**config.mk**
```make
export PLATFORM = sky130hd
export DESIGN_NAME = clock_core_param_flat
export DESIGN_NICKNAME = d
export VERILOG_FILES = /design/src/rtl/clock_pkg.sv /design/src/rtl/clock_core_param_if.sv /design/src/rtl/clock_prescaler.sv /design/src/rtl/seven_segment_decoder.sv /design/src/rtl/clock_core_param.sv /design/src/flat_wrapper.sv
export SDC_FILE = /design/constraint.sdc
export NUM_CORES = 1
export LEC_CHECK = 0
export CORE_MARGIN = 1.5
export CORE_UTILIZATION = 40
export CTS_CLUSTER_DIAMETER = 100
export DETAILED_ROUTE_END_ITERATION = 16
export GPL_ROUTABILITY_DRIVEN = 0
export PLACE_DENSITY = 0.77
export SLEW_MARGIN = 40
export SYNTH_ARGS = -nofsm -noshare
export SYNTH_HDL_FRONTEND = slang
export SYNTH_SLANG_ARGS = --single-unit
```
**constraint.sdc**
```tcl
create_clock -name clk -period 3.9 [get_ports clk]
set_clock_uncertainty 0.05 [all_clocks]
set_input_delay 0.39 -clock clk [delete_from_list [all_inputs] [get_ports clk]]
set_output_delay 0.39 -clock clk [all_outputs]
set_load 0.02 [all_outputs]
```
**src/rtl/clock_pkg.sv**
```systemverilog
// Shared types, limits and helpers for the BCD timekeeper.
// Time is held in 24h BCD form everywhere; 12h is a display-only view.
package clock_pkg;

   typedef logic [3:0] bcd_t;

   localparam bcd_t SEC_T_MAX     = 4'd5;
   localparam bcd_t DIG_MAX       = 4'd9;
   localparam bcd_t HR_T_MAX      = 4'd2;
   localparam bcd_t HR_O_MAX_AT_2 = 4'd3;
   localparam int   HR_NOON       = 12;

   typedef struct packed {
      bcd_t hr_t;
      bcd_t hr_o;
      bcd_t min_t;
      bcd_t min_o;
      bcd_t sec_t;
      bcd_t sec_o;
   } clk_time_t;

   function automatic logic time_valid(clk_time_t t);
      logic ok;
      ok = (t.sec_t <= SEC_T_MAX) && (t.sec_o <= DIG_MAX) &&
           (t.min_t <= SEC_T_MAX) && (t.min_o <= DIG_MAX) &&
           (t.hr_t  <= HR_T_MAX)  && (t.hr_o  <= DIG_MAX);
      if (t.hr_t == HR_T_MAX && t.hr_o > HR_O_MAX_AT_2) ok = 1'b0;
      return ok;
   endfunction

   function automatic logic [4:0] bcd2_to_bin(bcd_t tens, bcd_t ones);
      return 5'(tens) * 5'd10 + 5'(ones);
   endfunction

endpackage

```
**src/rtl/clock_core_param_if.sv**
```systemverilog
// Control, load, alarm and display bundle of the clock core.
// The DUT takes the slave view; the driver/board side takes the master view.
interface clock_core_param_if;
   import clock_pkg::*;

   logic       run_en;
   logic       mode_12h;
   logic       load;
   bcd_t       load_hr_t, load_hr_o, load_min_t, load_min_o, load_sec_t, load_sec_o;
   logic       alarm_en;
   bcd_t       alarm_hr_t, alarm_hr_o, alarm_min_t, alarm_min_o;

   logic       tick_1hz;
   logic       load_err;
   logic       day_wrap;
   logic       alarm_hit;
   logic       pm;
   bcd_t       sec_ones, sec_tens, min_ones, min_tens, hr_ones, hr_tens;
   logic [6:0] sec_ones_seg, sec_tens_seg, min_ones_seg, min_tens_seg, hr_ones_seg, hr_tens_seg;

   modport master (
      output run_en, mode_12h, load,
      output load_hr_t, load_hr_o, load_min_t, load_min_o, load_sec_t, load_sec_o,
      output alarm_en, alarm_hr_t, alarm_hr_o, alarm_min_t, alarm_min_o,
      input  tick_1hz, load_err, day_wrap, alarm_hit, pm,
      input  sec_ones, sec_tens, min_ones, min_tens, hr_ones, hr_tens,
      input  sec_ones_seg, sec_tens_seg, min_ones_seg, min_tens_seg, hr_ones_seg, hr_tens_seg
   );

   modport slave (
      input  run_en, mode_12h, load,
      input  load_hr_t, load_hr_o, load_min_t, load_min_o, load_sec_t, load_sec_o,
      input  alarm_en, alarm_hr_t, alarm_hr_o, alarm_min_t, alarm_min_o,
      output tick_1hz, load_err, day_wrap, alarm_hit, pm,
      output sec_ones, sec_tens, min_ones, min_tens, hr_ones, hr_tens,
      output sec_ones_seg, sec_tens_seg, min_ones_seg, min_tens_seg, hr_ones_seg, hr_tens_seg
   );

endinterface

```
**src/rtl/clock_prescaler.sv**
```systemverilog
// Clock-enable prescaler: wrap is the combinational terminal-count strobe,
// tick is its registered copy (high the cycle after the terminal count).
module clock_prescaler #(
   parameter int CLK_HZ = 50_000_000,
   parameter int PRE_W  = $clog2(CLK_HZ)
) (
   input  logic clk,
   input  logic reset,
   input  logic run_en,
   input  logic clear,
   output logic wrap,
   output logic tick
);

   localparam logic [PRE_W-1:0] TERM = PRE_W'(CLK_HZ - 1);

   logic [PRE_W-1:0] count;

   assign wrap = run_en && (count == TERM);

   always_ff @(posedge clk or posedge reset) begin
      if (reset) begin
         count <= '0;
         tick  <= 1'b0;
      end else begin
         tick <= wrap;
         // A load restarts the second so the next tick is a full period away.
         if (clear || wrap) count <= '0;
         else if (run_en)   count <= count + 1'b1;
      end
   end

endmodule

```
**src/rtl/seven_segment_decoder.sv**
```systemverilog
// BCD digit to active-high 7-segment pattern, bit order {g,f,e,d,c,b,a}.
// Non-decimal codes blank the digit.
module seven_segment_decoder (
   input  logic [3:0] digit,
   output logic [6:0] seg
);

   always_comb begin
      seg = 7'h00;
      case (digit)
         4'd0: seg = 7'h3F;
         4'd1: seg = 7'h06;
         4'd2: seg = 7'h5B;
         4'd3: seg = 7'h4F;
         4'd4: seg = 7'h66;
         4'd5: seg = 7'h6D;
         4'd6: seg = 7'h7D;
         4'd7: seg = 7'h07;
         4'd8: seg = 7'h7F;
         4'd9: seg = 7'h6F;
         default: seg = 7'h00;
      endcase
   end

endmodule

```
**src/rtl/clock_core_param.sv**
```systemverilog
// HH:MM:SS BCD timekeeper with prescaled enable, validated load,
// 12h/24h display view, run/pause and an HH:MM alarm.
module clock_core_param
   import clock_pkg::*;
#(
   parameter int CLK_HZ = 50_000_000,
   parameter int PRE_W  = $clog2(CLK_HZ)
) (
   input logic                clk,
   input logic                reset,
   clock_core_param_if.slave  bus
);

   clk_time_t  cur;
   clk_time_t  nxt;
   clk_time_t  load_val;
   logic       load_ok;
   logic       wrap;
   logic       load_err_q, day_wrap_q, alarm_hit_q;
   logic [4:0] hr_bin, hr_12;
   logic       pm_12;
   bcd_t       disp_hr_t, disp_hr_o;
   logic       disp_pm;

   assign load_val = {bus.load_hr_t, bus.load_hr_o, bus.load_min_t,
                      bus.load_min_o, bus.load_sec_t, bus.load_sec_o};
   assign load_ok  = time_valid(load_val);

   clock_prescaler #(.CLK_HZ(CLK_HZ), .PRE_W(PRE_W)) u_prescaler (
      .clk    (clk),
      .reset  (reset),
      .run_en (bus.run_en),
      .clear  (bus.load && load_ok),
      .wrap   (wrap),
      .tick   (bus.tick_1hz)
   );

   // One-second BCD increment with ripple carries sec -> min -> hour.
   always_comb begin
      nxt = cur;
      if (cur.sec_o != DIG_MAX) begin
         nxt.sec_o = cur.sec_o + 4'd1;
      end else begin
         nxt.sec_o = '0;
         if (cur.sec_t != SEC_T_MAX) begin
            nxt.sec_t = cur.sec_t + 4'd1;
         end else begin
            nxt.sec_t = '0;
            if (cur.min_o != DIG_MAX) begin
               nxt.min_o = cur.min_o + 4'd1;
            end else begin
               nxt.min_o = '0;
               if (cur.min_t != SEC_T_MAX) begin
                  nxt.min_t = cur.min_t + 4'd1;
               end else begin
                  nxt.min_t = '0;
                  if (cur.hr_t == HR_T_MAX && cur.hr_o == HR_O_MAX_AT_2) begin
                     nxt.hr_t = '0;
                     nxt.hr_o = '0;
                  end else if (cur.hr_o == DIG_MAX) begin
                     nxt.hr_t = cur.hr_t + 4'd1;
                     nxt.hr_o = '0;
                  end else begin
                     nxt.hr_o = cur.hr_o + 4'd1;
                  end
               end
            end
         end
      end
   end

   // A valid load wins over a coincident tick; an invalid load is ignored.
   always_ff @(posedge clk or posedge reset) begin
      if (reset) begin
         cur         <= '0;
         load_err_q  <= 1'b0;
         day_wrap_q  <= 1'b0;
         alarm_hit_q <= 1'b0;
      end else begin
         load_err_q  <= bus.load && !load_ok;
         day_wrap_q  <= 1'b0;
         alarm_hit_q <= 1'b0;
         if (bus.load && load_ok) begin
            cur <= load_val;
         end else if (wrap) begin
            cur         <= nxt;
            day_wrap_q  <= (nxt == '0);
            alarm_hit_q <= bus.alarm_en &&
                           nxt.sec_t == 4'd0 && nxt.sec_o == 4'd0 &&
                           nxt.hr_t  == bus.alarm_hr_t  && nxt.hr_o  == bus.alarm_hr_o &&
                           nxt.min_t == bus.alarm_min_t && nxt.min_o == bus.alarm_min_o;
         end
      end
   end

   assign bus.load_err  = load_err_q;
   assign bus.day_wrap  = day_wrap_q;
   assign bus.alarm_hit = alarm_hit_q;

   // 12h view: 00 -> 12 AM, 12 -> 12 PM, 13..23 -> 01..11 PM.
   always_comb begin
      hr_bin    = bcd2_to_bin(cur.hr_t, cur.hr_o);
      hr_12     = hr_bin;
      pm_12     = 1'b0;
      disp_hr_t = cur.hr_t;
      disp_hr_o = cur.hr_o;
      disp_pm   = 1'b0;
      if (hr_bin == 5'd0) begin
         hr_12 = 5'(HR_NOON);
      end else if (hr_bin >= 5'(HR_NOON)) begin
         pm_12 = 1'b1;
         if (hr_bin != 5'(HR_NOON)) hr_12 = hr_bin - 5'(HR_NOON);
      end
      if (bus.mode_12h) begin
         disp_pm = pm_12;
         if (hr_12 >= 5'd10) begin
            disp_hr_t = 4'd1;
            disp_hr_o = 4'(hr_12 - 5'd10);
         end else begin
            disp_hr_t = 4'd0;
            disp_hr_o = 4'(hr_12);
         end
      end
   end

   assign bus.pm       = disp_pm;
   assign bus.sec_ones = cur.sec_o;
   assign bus.sec_tens = cur.sec_t;
   assign bus.min_ones = cur.min_o;
   assign bus.min_tens = cur.min_t;
   assign bus.hr_ones  = disp_hr_o;
   assign bus.hr_tens  = disp_hr_t;

   seven_segment_decoder u_seg_so (.digit(cur.sec_o), .seg(bus.sec_ones_seg));
   seven_segment_decoder u_seg_st (.digit(cur.sec_t), .seg(bus.sec_tens_seg));
   seven_segment_decoder u_seg_mo (.digit(cur.min_o), .seg(bus.min_ones_seg));
   seven_segment_decoder u_seg_mt (.digit(cur.min_t), .seg(bus.min_tens_seg));
   seven_segment_decoder u_seg_ho (.digit(disp_hr_o), .seg(bus.hr_ones_seg));
   seven_segment_decoder u_seg_ht (.digit(disp_hr_t), .seg(bus.hr_tens_seg));

endmodule

```
**src/flat_wrapper.sv**
```systemverilog
// flat-port wrapper written by rule: the top's interface ports become plain ports
module clock_core_param_flat import clock_pkg::*;
#(
   parameter int CLK_HZ = 50_000_000,
   parameter int PRE_W  = $clog2(CLK_HZ)
)
  (clk, reset, bus_run_en, bus_mode_12h, bus_load, bus_load_hr_t, bus_load_hr_o, bus_load_min_t, bus_load_min_o, bus_load_sec_t, bus_load_sec_o, bus_alarm_en, bus_alarm_hr_t, bus_alarm_hr_o, bus_alarm_min_t, bus_alarm_min_o, bus_tick_1hz, bus_load_err, bus_day_wrap, bus_alarm_hit, bus_pm, bus_sec_ones, bus_sec_tens, bus_min_ones, bus_min_tens, bus_hr_ones, bus_hr_tens, bus_sec_ones_seg, bus_sec_tens_seg, bus_min_ones_seg, bus_min_tens_seg, bus_hr_ones_seg, bus_hr_tens_seg);
  clock_core_param_if bus_i ();
  input logic clk;
  input logic reset;
  input wire logic [$bits(bus_i.run_en)-1:0] bus_run_en;
  input wire logic [$bits(bus_i.mode_12h)-1:0] bus_mode_12h;
  input wire logic [$bits(bus_i.load)-1:0] bus_load;
  input wire logic [$bits(bus_i.load_hr_t)-1:0] bus_load_hr_t;
  input wire logic [$bits(bus_i.load_hr_o)-1:0] bus_load_hr_o;
  input wire logic [$bits(bus_i.load_min_t)-1:0] bus_load_min_t;
  input wire logic [$bits(bus_i.load_min_o)-1:0] bus_load_min_o;
  input wire logic [$bits(bus_i.load_sec_t)-1:0] bus_load_sec_t;
  input wire logic [$bits(bus_i.load_sec_o)-1:0] bus_load_sec_o;
  input wire logic [$bits(bus_i.alarm_en)-1:0] bus_alarm_en;
  input wire logic [$bits(bus_i.alarm_hr_t)-1:0] bus_alarm_hr_t;
  input wire logic [$bits(bus_i.alarm_hr_o)-1:0] bus_alarm_hr_o;
  input wire logic [$bits(bus_i.alarm_min_t)-1:0] bus_alarm_min_t;
  input wire logic [$bits(bus_i.alarm_min_o)-1:0] bus_alarm_min_o;
  output wire logic [$bits(bus_i.tick_1hz)-1:0] bus_tick_1hz;
  output wire logic [$bits(bus_i.load_err)-1:0] bus_load_err;
  output wire logic [$bits(bus_i.day_wrap)-1:0] bus_day_wrap;
  output wire logic [$bits(bus_i.alarm_hit)-1:0] bus_alarm_hit;
  output wire logic [$bits(bus_i.pm)-1:0] bus_pm;
  output wire logic [$bits(bus_i.sec_ones)-1:0] bus_sec_ones;
  output wire logic [$bits(bus_i.sec_tens)-1:0] bus_sec_tens;
  output wire logic [$bits(bus_i.min_ones)-1:0] bus_min_ones;
  output wire logic [$bits(bus_i.min_tens)-1:0] bus_min_tens;
  output wire logic [$bits(bus_i.hr_ones)-1:0] bus_hr_ones;
  output wire logic [$bits(bus_i.hr_tens)-1:0] bus_hr_tens;
  output wire logic [$bits(bus_i.sec_ones_seg)-1:0] bus_sec_ones_seg;
  output wire logic [$bits(bus_i.sec_tens_seg)-1:0] bus_sec_tens_seg;
  output wire logic [$bits(bus_i.min_ones_seg)-1:0] bus_min_ones_seg;
  output wire logic [$bits(bus_i.min_tens_seg)-1:0] bus_min_tens_seg;
  output wire logic [$bits(bus_i.hr_ones_seg)-1:0] bus_hr_ones_seg;
  output wire logic [$bits(bus_i.hr_tens_seg)-1:0] bus_hr_tens_seg;
  assign bus_i.run_en = bus_run_en;
  assign bus_i.mode_12h = bus_mode_12h;
  assign bus_i.load = bus_load;
  assign bus_i.load_hr_t = bus_load_hr_t;
  assign bus_i.load_hr_o = bus_load_hr_o;
  assign bus_i.load_min_t = bus_load_min_t;
  assign bus_i.load_min_o = bus_load_min_o;
  assign bus_i.load_sec_t = bus_load_sec_t;
  assign bus_i.load_sec_o = bus_load_sec_o;
  assign bus_i.alarm_en = bus_alarm_en;
  assign bus_i.alarm_hr_t = bus_alarm_hr_t;
  assign bus_i.alarm_hr_o = bus_alarm_hr_o;
  assign bus_i.alarm_min_t = bus_alarm_min_t;
  assign bus_i.alarm_min_o = bus_alarm_min_o;
  assign bus_tick_1hz = bus_i.tick_1hz;
  assign bus_load_err = bus_i.load_err;
  assign bus_day_wrap = bus_i.day_wrap;
  assign bus_alarm_hit = bus_i.alarm_hit;
  assign bus_pm = bus_i.pm;
  assign bus_sec_ones = bus_i.sec_ones;
  assign bus_sec_tens = bus_i.sec_tens;
  assign bus_min_ones = bus_i.min_ones;
  assign bus_min_tens = bus_i.min_tens;
  assign bus_hr_ones = bus_i.hr_ones;
  assign bus_hr_tens = bus_i.hr_tens;
  assign bus_sec_ones_seg = bus_i.sec_ones_seg;
  assign bus_sec_tens_seg = bus_i.sec_tens_seg;
  assign bus_min_ones_seg = bus_i.min_ones_seg;
  assign bus_min_tens_seg = bus_i.min_tens_seg;
  assign bus_hr_ones_seg = bus_i.hr_ones_seg;
  assign bus_hr_tens_seg = bus_i.hr_tens_seg;
  clock_core_param #(.CLK_HZ(CLK_HZ), .PRE_W(PRE_W)) u_core (.clk(clk), .reset(reset), .bus(bus_i));
endmodule
```
=== Word-level counts from Yosys, hierarchy flattened ===
Memory sizes are Yosys's and may differ from the RTL's.
Index checks and enable logic that the tools add are counted.

* Memories kept: 6
* Register bits: 54
* Word-level logic and storage cells: 105
* Bits of input ports: 46
* Memory bits (read-only): 672

{| class="wikitable"
|+ Memory list
! name !! depth !! bits a word !! rd ports !! clocked after memory_dff !! wr ports !! RTL line !! text
|-
| (name not given) || 16 || 7 || 1 || 0 || 0 || seven_segment_decoder.sv:10 || <nowiki>case (digit)</nowiki>
|-
| (name not given) || 16 || 7 || 1 || 0 || 0 || seven_segment_decoder.sv:10 ||
|-
| (name not given) || 16 || 7 || 1 || 0 || 0 || seven_segment_decoder.sv:10 ||
|-
| (name not given) || 16 || 7 || 1 || 0 || 0 || seven_segment_decoder.sv:10 ||
|-
| (name not given) || 16 || 7 || 1 || 0 || 0 || seven_segment_decoder.sv:10 ||
|-
| (name not given) || 16 || 7 || 1 || 0 || 0 || seven_segment_decoder.sv:10 ||
|}

* Multiplexer cells: 30
* Multipliers: 1
* Reductions and logical operators: 24
* Equality and inequality tests: 14
* Order comparisons: 9
* Add/sub/neg operators: 10

{| class="wikitable"
|+ Operators with widths
! operator !! count
|-
| 26-bit 2-to-1 mux || 2
|-
| 24-bit 2-to-1 mux || 2
|-
| 4-bit 2-to-1 mux || 9
|-
| 26-bit by 1-bit adder with 26-bit output (second input constant) || 1
|-
| 26-bit equality test (second input constant) || 1
|-
| 4-bit by 1-bit adder with 4-bit output (second input constant) || 6
|-
| 24-bit logical NOT || 1
|-
| 20-bit 2-to-1 mux || 1
|-
| 4-bit equality test || 4
|-
| 1-bit logical AND || 16
|-
| 16-bit 2-to-1 mux || 1
|-
| 8-bit 2-to-1 mux || 2
|-
| 5-bit 2-to-1 mux || 3
|-
| 4-bit by 2-bit equality test with 1-bit output (second input constant) || 3
|-
| 4-bit <= comparator (second input constant) || 3
|-
| 12-bit 2-to-1 mux || 1
|-
| 5-bit by 4-bit greater-or-equal comparator with 1-bit output (second input constant) || 2
|-
| 1-bit 2-to-1 mux || 9
|-
| 4-bit by 3-bit <= comparator with 1-bit output (second input constant) || 2
|-
| 4-bit logical NOT || 2
|-
| 4-bit by 3-bit != test with 1-bit output (second input constant) || 2
|-
| 4-bit != test (second input constant) || 2
|-
| 5-bit by 4-bit adder with 5-bit output || 1
|-
| 5-bit logical NOT || 1
|-
| other kinds (10) || 11
|}

=== Depth between registers and ports, before layout ===
* Depth in word-level cells: 16
* Depth in mapped cells: 18
* Mapped depth without buffers: 18

=== Modules after synthesis ===
From an unflattened synthesis, not the netlist that was laid out.

* Cells, all modules: 690
* Area, all modules: 5652.9 um^2

{| class="wikitable"
|+ Modules (own cells, without submodules)
! module !! seq. area each (um^2) !! times used !! cells an instance !! area an instance (um^2)
|-
| clock_core_param || 675.6 || 1 || 382 || 2959.1
|-
| clock_prescaler || 675.6 || 1 || 150 || 1467.7
|-
| seven_segment_decoder (u_core.u_seg_ho ...) || 0.0 || 5 || 26 || 201.4
|-
| seven_segment_decoder (u_core.u_seg_mo) || 0.0 || 1 || 28 || 219.0
|}

=== Worst setup path before layout ===
OpenSTA, ideal clock, no wires.

* Kind: register to output
* From: reg u_core.cur[20] in the netlist's numbering
* To: out bus_hr_ones_seg[6]
* Path slack: -641 ps
* Data required time: 3460 ps
* Buffers on the path: 0
* Arrival time: 4101 ps
* Stages on the path, launching flop included: 18
* Cells stage by stage: dfrtp_1 > ha_1 > ha_1 > xor2_1 > inv_1 > ha_1 > or3b_2 > and2_1 > mux2i_1 > inv_1 > ha_1 > o21a_1 > o21a_1 > o221ai_2 > inv_1 > ha_1 > mux2_1 > o21ai_1

* Word-level cells in the longest chain between the ends: 10

{| class="wikitable"
|+ Ends and longest elaborated chain
! what !! RTL line !! text
|-
| start, declared || clock_core_param.sv:14 || <nowiki>clk_time_t cur;</nowiki>
|-
| start signal, assigned || clock_core_param.sv:84 || <nowiki>cur <= load_val;</nowiki>
|-
| start signal, assigned || clock_core_param.sv:86 || <nowiki>cur <= nxt;</nowiki>
|-
| 4-bit by 3-bit multiplier with 4-bit output * || clock_pkg.sv:32 || <nowiki>return 5'(tens) * 5'd10 + 5'(ones);</nowiki>
|-
| 5-bit by 4-bit adder with 5-bit output * || clock_pkg.sv:32 ||
|-
| 5-bit by 4-bit subtractor with 5-bit output / 5-bit by 4-bit != test with 1-bit output (equally long branches) || clock_core_param.sv:112 || <nowiki>if (hr_bin != 5'(HR_NOON)) hr_12 = hr_bin - 5'(HR_NOON);</nowiki>
|-
| 5-bit 2-to-1 mux || clock_core_param.sv:112 ||
|-
| 5-bit 2-to-1 mux || clock_core_param.sv:110 || <nowiki>end else if (hr_bin >= 5'(HR_NOON)) begin</nowiki>
|-
| 5-bit 2-to-1 mux * || clock_core_param.sv:108 || <nowiki>if (hr_bin == 5'd0) begin</nowiki>
|-
| 4-bit subtractor / 5-bit by 4-bit greater-or-equal comparator with 1-bit output (equally long branches) || clock_core_param.sv:118, clock_core_param.sv:116 ||
|-
| 4-bit 2-to-1 mux * || clock_core_param.sv:116 || <nowiki>if (hr_12 >= 5'd10) begin</nowiki>
|-
| 4-bit 2-to-1 mux * || clock_core_param.sv:114 || <nowiki>if (bus.mode_12h) begin</nowiki>
|-
| named net bus_hr_ones[1] || flat_wrapper.sv:34 || <nowiki>output wire logic [$bits(bus_i.hr_ones)-1:0] bus_hr_ones;</nowiki>
|-
| memory 16 x 7 bit * || n/a ||
|-
| end, declared || flat_wrapper.sv:40 || <nowiki>output wire logic [$bits(bus_i.hr_ones_seg)-1:0] bus_hr_ones_seg;</nowiki>
|}

The timed path passes the listed nets; every way through them passes the cells marked *.

=== Final worst setup path ===
* From: reg u_core.cur[20] in the netlist's numbering
* To: out bus_hr_tens_seg[0]

* Word-level cells in the longest chain between the ends: 10

{| class="wikitable"
|+ Ends and longest elaborated chain
! what !! RTL line !! text
|-
| 4-bit by 3-bit multiplier with 4-bit output || clock_pkg.sv:32 ||
|-
| 5-bit by 4-bit adder with 5-bit output || clock_pkg.sv:32 ||
|-
| 5-bit by 4-bit subtractor with 5-bit output / 5-bit by 4-bit != test with 1-bit output (equally long branches) || clock_core_param.sv:112 ||
|-
| 5-bit 2-to-1 mux || clock_core_param.sv:112 ||
|-
| 5-bit 2-to-1 mux || clock_core_param.sv:110 ||
|-
| 5-bit 2-to-1 mux || clock_core_param.sv:108 ||
|-
| 5-bit by 4-bit greater-or-equal comparator with 1-bit output || clock_core_param.sv:116 ||
|-
| 1-bit 2-to-1 mux || clock_core_param.sv:116 ||
|-
| 4-bit 2-to-1 mux * || clock_core_param.sv:114 ||
|-
| memory 16 x 7 bit * || n/a ||
|-
| end, declared || flat_wrapper.sv:41 || <nowiki>output wire logic [$bits(bus_i.hr_tens_seg)-1:0] bus_hr_tens_seg;</nowiki>
|}

Every way passes the cells marked *; elsewhere a longest branch is shown, timed or not.

==> flow_metrics.env <==
export IMPL_ant_nets=0
export IMPL_ys_seq_elements=54
export IMPL_endpoint_kind="primary output"
export IMPL_cp_slowest_cell="dfrtp_2"
export IMPL_die_width_um=116.9
export IMPL_grt_max_degree=55
export IMPL_final_cell_mix="clkdlybuf4s50_1 (98), nor2_1 (69), o21ai_0 (55)"
export IMPL_coreArea_um2=12620
export IMPL_cap_violations=0
export IMPL_layout_drive_gt1_share_pct=18.85
export IMPL_worstSetupStartpointType="flop"
export IMPL_rsz0062_at_grt="yes"
export IMPL_fillers=1081
export IMPL_syn_nets=756
export IMPL_fmax_mhz=222.2
export IMPL_tns_ns=-8.075
export IMPL_status="complete, but fails checks"
export IMPL_syn_area_per_cell_um2=7.940
export IMPL_ys_seq_area_share_pct=26.06
export IMPL_power_density_nw_per_um2=345.7
export IMPL_fin_ws_ns=-0.6004
export IMPL_io_pins=117
export IMPL_clkSinkCount=54
export IMPL_port_buffers=116
export IMPL_cp_cell_sequence="ha_4 > fa_2 > xor2_4 > inv_2 > ha_4 > or3b_4 > and2_4 > mux2i_1 > inv_1 > ha_4 > o21a_1 > o21a_2 > a21o_1 > buf_6 > inv_8 > ha_4 > nor2_2 > nor2_4 > o221ai_4 > buf_6"
export IMPL_cts_buffer_depth=2
export IMPL_synth_edf_count=0
export IMPL_final_nets=882
export IMPL_ys_flop_type="dfrtp_1"
export IMPL_num_antenna_cells=0
export IMPL_crit_path_max_incr_delay_ns=0.45
export IMPL_synthArstFlopShare_pct=100.0
export IMPL_worstPathMaxFanout=4
export IMPL_first_iter_violations=255
export IMPL_place_ws_ns=-0.8026
export IMPL_failed_checks="negative setup slack"
export IMPL_clk_root_buffer_cell="clkbuf_16"
export IMPL_dp_cells=930
export IMPL_syn_inst=653
export IMPL_slew_headroom_pct=54.23
export IMPL_total_power_w=0.002546
export IMPL_clk_latency_ns=0.30
export IMPL_hold_viol=0
export IMPL_finalSetupViolations=18
export IMPL_hp_class="primary input to async pin"
export IMPL_area_delta_synth_final_pct=42.06
export IMPL_path_clk_slew_ns=0.07
export IMPL_vias_per_cell=5.399
export IMPL_crit_arrival_ns=4.06
export IMPL_antenna_found_initial=0
export IMPL_die_area_um2=13650
export IMPL_final_common_cell="clkdlybuf4s50_1"
export IMPL_final_cells=952
export IMPL_cp_data_required_time_ns=3.46
export IMPL_post_route_drc_count=0
export IMPL_num_vias=5140
export IMPL_finalCritPeriodShare_pct=115.4
export IMPL_dpl_hpwl_mm=10.76
export IMPL_initial_core_util_pct=41.09
export IMPL_ir_drop_mv=0.3192
export IMPL_synthesis_area_um2=5185
export IMPL_first_pass_iters=5
export IMPL_ys_types=63
export IMPL_holdBufCountCts=0
export IMPL_cts_made_buffers=5
export IMPL_tightest_slew_ns=0.6865
export IMPL_path_class="flop to primary output"
export IMPL_placementRows=41
export IMPL_critPathMostFrequentCell="ha_4"
export IMPL_totalWireLength_mm=14.66
export IMPL_grt_pass1_vias=4897
export IMPL_p_leak_nw=3.057
export IMPL_cts_tree="yes"
export IMPL_die_h_um=116.9
export IMPL_overflow=0
export IMPL_track_usage_pct=21.58
export IMPL_fin_crit_ns=4.500
export IMPL_grt_pass1_wl_mm=23.59
export IMPL_drv_slew=0
export IMPL_routedWlPerCell_um=15.40
export IMPL_yosys_warnings=0
export IMPL_cts_max_level=2
-- power breakdown --
part | internal (W) | switching [W] | leakage (nW)
registers | 0.000608 | 0.0000705 | 0.733
clock network | 0.000307 | 0.000224 | 0.0844
logic | 0.000681 | 0.000656 | 2.24
total | 0.00160 | 0.000950 | 3.06
-- worst max-delay path: cells and delay by family, from the launching register on --
kind / cells / cell delay, ns
DFF: 1 / 0.45
buffers and inverters: 5 / 0.55
muxes: 1 / 0.16
xor gates and xnor gates: 1 / 0.18
and+or+nand+nor: 4 / 0.70
AOI/OAI and AO/OA: 4 / 0.72
adders and majority gates: 5 / 0.97
-- cell families (layout without fill, tap and decap cells) --
family	count (synthesis)	after routing	share of synthesized area [%]
buf+inv	92	219	8.229
fa+ha+maj	57	57	13.90
mux	18	18	3.764
xor+xnor	48	48	8.398
simple gates	233	233	21.57
compound gates	151	151	18.07
flops	54	54	26.06
-- layout make-up --
| class | count | area, um2 | area share (%) |
|---|---|---|---|
| Sequential cell | 54 | 1354 | 18.38 |
| Clock inverter | 3 | 47.55 | 0.6455 |
| Timing Repair Buffer | 168 | 1602 | 21.74 |
| Multi-Input combinational cell | 507 | 3839 | 52.11 |
| Tap cell | 172 | 215.2 | 2.922 |
| Inverter | 43 | 183.9 | 2.497 |
| Clock buffer | 5 | 125.1 | 1.699 |
-- registers in the layout, indices dropped and copies added (netlist names) --
name,flops
u_core.bus.alarm_hit,1
u_core.bus.day_wrap,1
u_core.bus.load_err,1
u_core.bus.min_ones,4
u_core.bus.min_tens,4
u_core.bus.sec_ones,4
u_core.bus.sec_tens,4
u_core.cur,8
u_core.u_prescaler.count,26
u_core.u_prescaler.tick,1
-- per-stage QoR --
stage / hold WS, ns / utilization (%) / instance area [um2]
floorplan: 0.4552 / - / 5443
global placement: 0.4814 / 54.24 / 6845
detailed placement: 0.4840 / 54.26 / 6848
CTS: 0.5052 / 58.06 / 7327
global route: 0.5464 / 58.37 / 7366
finish: 0.5010 / 58.37 / 7366
-- what timing repair did --
| item | CTS | global route |
|---|---|---|
| pin swaps | 23 | 17 |
| setup endpoints to repair | 18 | 18 |
| gates resized for setup | 145 | 12 |
| setup buffers | 13 | 3 |
-- routing by layer --
layer,GRT usage (%),share of wire [%],vias to the layer above
met5,0,0,-
met4,5.863,1.1,0
met3,2.935,4.6,23
met2,37.50,50,157
met1,28.26,44,2454
li1,-,-,2506
-- Yosys cell counts (2+ instances only) --
master	count	share of area, %
a211oi_1	4	0.58
a21o_1	8	1.2
a21oi_1	32	3.1
a22o_1	4	0.68
a31oi_1	4	0.48
and2_1	3	0.36
and3_1	2	0.24
and3b_1	5	0.84
and4_1	3	0.51
buf_2	2	0.19
buf_4	17	2.5
buf_6	2	0.43
clkbuf_1	28	2.0
clkinv_1	2	0.14
dfrtp_1	54	26
ha_1	56	14
inv_1	40	2.9
mux2i_1	15	2.9
nand2_1	53	3.8
nand2b_1	5	0.60
nand3_1	32	3.1
nand4_1	13	1.6
nor2_1	73	5.3
nor2b_1	4	0.48
nor3_1	15	1.4
nor3b_1	2	0.29
nor4_1	9	1.1
o2111ai_1	2	0.34
o21a_1	4	0.58
o21ai_0	61	5.9
o21ai_1	2	0.19
o221ai_1	3	0.51
o22ai_1	10	1.2
o311ai_1	3	0.51
or2_2	2	0.24
or3_1	7	0.84
xnor2_1	26	4.4
xor2_1	21	3.5
-- worst paths after layout --
path                       cells after the start  slack (ns)                                       end                                     start
setup / recovery                              20       -0.60                        bus_hr_tens_seg[0]                u_core.cur[20]$_DFFE_PP0N_
hold / removal                                 2        0.50  u_core.u_prescaler.count[20]$_DFFE_PP0P_                                     reset
setup reg to reg                              10        0.68            u_core.bus.alarm_hit$_DFF_PP0_        u_core.bus.sec_ones[1]$_DFFE_PP0N_
hold reg to reg                                2        0.51  u_core.u_prescaler.count[23]$_DFFE_PP0P_  u_core.u_prescaler.count[23]$_DFFE_PP0P_
max in group asynchronous                      2        2.80                u_core.cur[20]$_DFFE_PP0N_                                     reset
min in group clk                               2        0.51  u_core.u_prescaler.count[23]$_DFFE_PP0P_  u_core.u_prescaler.count[23]$_DFFE_PP0P_
(Power assumes the default switching activity.)
